--- config.mk ---
export PLATFORM = sky130hd
export DESIGN_NAME = lfsr_rng
export DESIGN_NICKNAME = d
export VERILOG_FILES = /design/src/rtl/lfsr_rng.sv
export SDC_FILE = /design/constraint.sdc
export NUM_CORES = 1
export LEC_CHECK = 0
export BUFFER_PORTS_ARGS = -buffer_cell sky130_fd_sc_hd__buf_2
export CELL_PAD_IN_SITES_DETAIL_PLACEMENT = 0
export CELL_PAD_IN_SITES_GLOBAL_PLACEMENT = 2
export CORE_UTILIZATION = 27
export DETAILED_ROUTE_END_ITERATION = 16
export GPL_TIMING_DRIVEN = 0
export PLACE_DENSITY = 0.82
export SKIP_CTS_REPAIR_TIMING = 1
export SLEW_MARGIN = 30
export SYNTH_ARGS = -nofsm -noshare
export SYNTH_HDL_FRONTEND = slang
export SYNTH_SLANG_ARGS = --single-unit
--- constraint.sdc ---
create_clock -name clk -period 1.55 [get_ports clk]
set_input_delay 0 -clock clk [delete_from_list [all_inputs] [get_ports clk]]
set_output_delay 0 -clock clk [all_outputs]
set_load 0.05 [all_outputs]
--- src/rtl/lfsr_rng.sv ---
// lfsr_rng: Fibonacci LFSR random source with free-running tick prescaler, seed load,
// lock-up recovery and a req/valid handshake. Define LFSR_RANGE_EN to reject values >= RANGE.
`timescale 1ns/1ps
module lfsr_rng #(
  parameter int                WIDTH = 16,
  parameter logic [WIDTH-1:0]  TAPS  = 16'hB400,
  parameter logic [WIDTH-1:0]  SEED  = 16'h0001,
  parameter int                DIV   = 1000,
  parameter int                OUT_W = 2,
  parameter int                RANGE = 3
) (
  input  logic             clk,
  input  logic             rst,
  input  logic             en,
  input  logic             seed_load,
  input  logic [WIDTH-1:0] seed_in,
  input  logic             req,
  output logic             busy,
  output logic             rnd_valid,
  output logic [OUT_W-1:0] rnd,
  output logic [WIDTH-1:0] state
);

  localparam int             CNT_W   = (DIV > 1) ? $clog2(DIV) : 1;
  localparam logic [CNT_W-1:0] CNT_MAX = CNT_W'(DIV - 1);
  localparam logic [OUT_W:0] RANGE_L = (OUT_W + 1)'(RANGE);

`ifdef LFSR_RANGE_EN
  localparam bit RANGE_EN = 1'b1;
`else
  localparam bit RANGE_EN = 1'b0;
`endif

  typedef enum logic {
    IDLE = 1'b0,
    WAIT = 1'b1
  } hsState_e;

  logic [CNT_W-1:0] prescaleCnt_q, prescaleCnt_d;
  logic [WIDTH-1:0] lfsrState_q, lfsrState_d;
  logic [WIDTH-1:0] lfsrStep;
  logic             tick;
  logic             step;
  logic             feedback;
  logic             rangeOk;
  hsState_e         hsState_q, hsState_d;
  logic [OUT_W-1:0] rnd_q, rnd_d;
  logic             rndValid_q, rndValid_d;

  // Prescaler runs regardless of en or seed_load so the step cadence never drifts.
  always_comb begin
    tick          = (prescaleCnt_q == CNT_MAX);
    prescaleCnt_d = tick ? '0 : prescaleCnt_q + 1'b1;
  end

  // An all-zero state would stick forever, so a step from zero restarts at SEED.
  always_comb begin
    feedback = ^(lfsrState_q & TAPS);
    step     = tick & en & ~seed_load;
    if (lfsrState_q == '0) begin
      lfsrStep = SEED;
    end else begin
      lfsrStep = {lfsrState_q[WIDTH-2:0], feedback};
    end

    lfsrState_d = lfsrState_q;
    if (seed_load) begin
      lfsrState_d = (seed_in == '0) ? SEED : seed_in;
    end else if (step) begin
      lfsrState_d = lfsrStep;
    end
  end

  always_comb begin
    rangeOk = 1'b1;
    if (RANGE_EN) begin
      rangeOk = ({1'b0, lfsrStep[OUT_W-1:0]} < RANGE_L);
    end
  end

  // Handshake: a request is only ever served by a step strictly after acceptance.
  always_comb begin
    hsState_d  = hsState_q;
    rnd_d      = rnd_q;
    rndValid_d = 1'b0;
    case (hsState_q)
      IDLE: begin
        if (req) begin
          hsState_d = WAIT;
        end
      end
      WAIT: begin
        if (step && rangeOk) begin
          rnd_d      = lfsrStep[OUT_W-1:0];
          rndValid_d = 1'b1;
          hsState_d  = IDLE;
        end
      end
      default: hsState_d = IDLE;
    endcase
  end

  always_ff @(posedge clk) begin
    if (!rst) begin
      prescaleCnt_q <= '0;
      lfsrState_q   <= SEED;
      hsState_q     <= IDLE;
      rnd_q         <= '0;
      rndValid_q    <= 1'b0;
    end else begin
      prescaleCnt_q <= prescaleCnt_d;
      lfsrState_q   <= lfsrState_d;
      hsState_q     <= hsState_d;
      rnd_q         <= rnd_d;
      rndValid_q    <= rndValid_d;
    end
  end

  assign busy      = (hsState_q == WAIT);
  assign rnd_valid = rndValid_q;
  assign rnd       = rnd_q;
  assign state     = lfsrState_q;

endmodule

==> results.json <==
{
  "outcome": "complete, but fails checks",
  "violations": "hold timing",
  "finalSetupViolCount": 0,
  "placed_area_sq_um": 1730,
  "syn_inst": 149,
  "worstMarginPinSlew_ns": 0.542,
  "drv_slew": 0,
  "clock_skew_ns": 0.00766,
  "die_y_microns": 74.3,
  "wl_per_cell_microns": 14.3,
  "root_buffer": "clkbuf_8",
  "fin_util_pct": 42.4,
  "row_count": 25,
  "clk_pin_slew_worst_paths_ns": 0.06,
  "synth_area_leader_cell": "dfxtp_1",
  "p_int_mw": 1.29,
  "dr_total_vias": 1359,
  "synth_seq_cells": 30,
  "worstPathRequired_ns": 1.69,
  "ys_warn_count": 0,
  "ant_nets": 0,
  "cp_max_fo": 4,
  "hold_class": "input pin to register",
  "seq_area_frac_synth_pct": 42.6,
  "dpl.cell_count": 256,
  "cp-start-kind": "register",
  "power_frac_comb_pct": 18.1,
  "critPathBufInv": 1,
  "critical_path_class": "register to register",
  "io_pins": 41,
  "grt_max_degree": 11,
  "clk_latency_ns": 0.29,
  "track_usage_pct": 14.5,
  "core-area_sq_um": 4880,
  "power.density_nw_per_um2": 889,
  "cts_max_path_buffers": 2,
  "r2r_slack_ns": 0.01,
  "grt_pass1_wl_microns": 5960,
  "first_pass_iters": 4,
  "netlist_area_sq_um": 1410,
  "min_period_over_period_pct": 99.1,
  "grt_pass1_vias": 1206,
  "synthToLayoutAreaGrowth_pct": 46.6,
  "hold_viol": 1,
  "nets": 235,
  "initial_core_util_pct": 28.9,
  "synth_area_per_cell_sq_um": 9.47,
  "cts_tree": "done",
  "vias_per_cell": 4.85,
  "finalPower_mw": 1.84,
  "slowest_stage": "dfxtp_4",
  "final_cells": 280,
  "antenna_found_initial": 0,
  "crit_family": "flip-flops",
  "numCtsBuffers": 5,
  "antenna_cells": 0,
  "synth_top_area_share_pct": 42.6,
  "dieArea_sq_um": 5520,
  "yosysMostFrequentCell": "dfxtp_1",
  "synthArstFlopShare_pct": 0,
  "ir_drop_mv": 0.401,
  "final_cell_area_sq_um": 2070,
  "fmax_mhz": 651,
  "htree_levels": 2,
  "io_buffers": 40,
  "leakage_nw": 0.877,
  "relSlewSlack_pct": 63.9,
  "yosys-top-cells-area": "dfxtp_1 43%, mux2i_1 8.5%, o2bb2ai_1 5.0%, nor4_1 3.5%, nor2_1 3.5%",
  "period_minus_slack_ns": 1.54,
  "route.detailed.drc": 0,
  "timing.hold.ws_ns": -0.0229,
  "drt_wl_total_microns": 4000,
  "drive_gt1_share_pct": 39.9,
  "rsz0062_at_grt": "true",
  "p_clk_share_pct": 35.7,
  "p_seq_share_pct": 46.2,
  "fp.dieW_microns": 74.3,
  "cap_violations": 0,
  "synth_fp_nets": 172,
  "p_sw_mw": 0.552,
  "drt_iter0_markers": 44,
  "synth-edff-count": 0,
  "grt-ovfl-total": 0,
  "yosys-top-cells-count": "30 x dfxtp_1, 13 x nor2_1, 12 x mux2i_1",
  "gp_congestion": 0.714,
  "cp_cell_sequence": "inv_1 -> ha_1 -> xor3_1 -> a41oi_2 -> and2_1 -> o221ai_1",
  "swShare_pct": 30.0,
  "worstSetupEndpointType": "register",
  "cts_sinks": 30,
  "synthFlopType": "dfxtp_1",
  "ys_types": 34,
  "arrival_ns": 1.67,
  "max_stage_delay_ns": 0.36
}
## stage by stage
step | setup slack, ns | setup TNS, ns
4_1_cts | -0.207 | -3.19
6_report | 0.0140 | 0
3_5_place_dp | -0.184 | -2.83
2_1_floorplan | 0.0243 | 0
5_1_grt | -0.0641 | -0.383
3_3_place_gp | -0.149 | -2.34
## flip-flops by register name, indices dropped and copies added (netlist names)
register	count
state	16
prescaleCnt_q	10
rnd	2
busy	1
rnd_valid	1
## routing by layer
layer / global-route usage (%) / up-vias / wire (microns)
met3: 3.39 / 7 / 202
li1: - / 679 / -
met2: 23.6 / 41 / 1800
met5: 0 / - / 0
met1: 18.4 / 632 / 1920
met4: 6.29 / 0 / 71
## power by group through the flow
stage / clock, mW / sequential (mW) / combinational, mW
final: 0.658 / 0.850 / 0.333
after global routing: 0.710 / 0.856 / 0.360
after CTS: 0.675 / 0.848 / 0.292
after detailed placement: 0 / 0.865 / 0.291
after global placement: 0 / 0.865 / 0.290
after floorplan: 0 / 0.954 / 0.103
## kinds of logic (layout without fill, tap and decap cells)
logic type,count (synthesis),in the layout,synth area share [%]
xor+xnor,9,9,6.65
mux,13,13,9.31
simple gates,52,52,19.6
buf+inv,13,77,4.52
flops,30,30,42.6
fa+ha+maj,2,2,1.77
compound gates,30,30,15.6
## cells in the final DEF, fill, tap and decap left out, types with 2 or more instances in the layout
cell / netlist / final
a21oi_1: 6 / 6
a31oi_1: 2 / 2
a41oi_1: 3 / 2
and2_1: 2 / 2
buf_2: 0 / 40
buf_4: 0 / 7
buf_6: 2 / 2
clkbuf_1: 3 / 4
clkbuf_8: 0 / 6
dfxtp_1: 30 / 16
dfxtp_2: 0 / 10
dfxtp_4: 0 / 4
dlygate4sd3_1: 0 / 8
inv_1: 7 / 7
mux2i_1: 12 / 12
nand2_1: 9 / 8
nand3_1: 4 / 4
nand4_1: 2 / 2
nor2_1: 13 / 13
nor3_1: 6 / 5
nor4_1: 8 / 5
nor4_2: 0 / 3
o21ai_0: 7 / 7
o2bb2ai_1: 8 / 8
xnor2_1: 5 / 5
xor2_1: 3 / 3
## final cells by class
type	count	area [sq um]
fillers	510	2810
multi-input cells	106	855
flip-flops and latches	30	628
repair buffers	57	355
clock buffers	7	86.3
well taps	67	83.8
inverters	8	30.0
plain buffers	4	26.3
clock inverters	1	5.00
## path summary, 6_finish.rpt
kind,cells after the start,startpoint,endpoint
max,6,state[12],state[0]
min,3,req,busy
max reg2reg,6,state[12],state[0]
min reg2reg,1,prescaleCnt_q[0],prescaleCnt_q[0]
## worst reg2reg max path, cell delays in order, from the launching register on
cell and delay [ns]:
dfxtp_4 0.36, inv_1 0.04, ha_1 0.27, xor3_1 0.24, a41oi_2 0.21, and2_1 0.15
o221ai_1 0.11
Note: power is estimated with default switching activity, not from simulation.
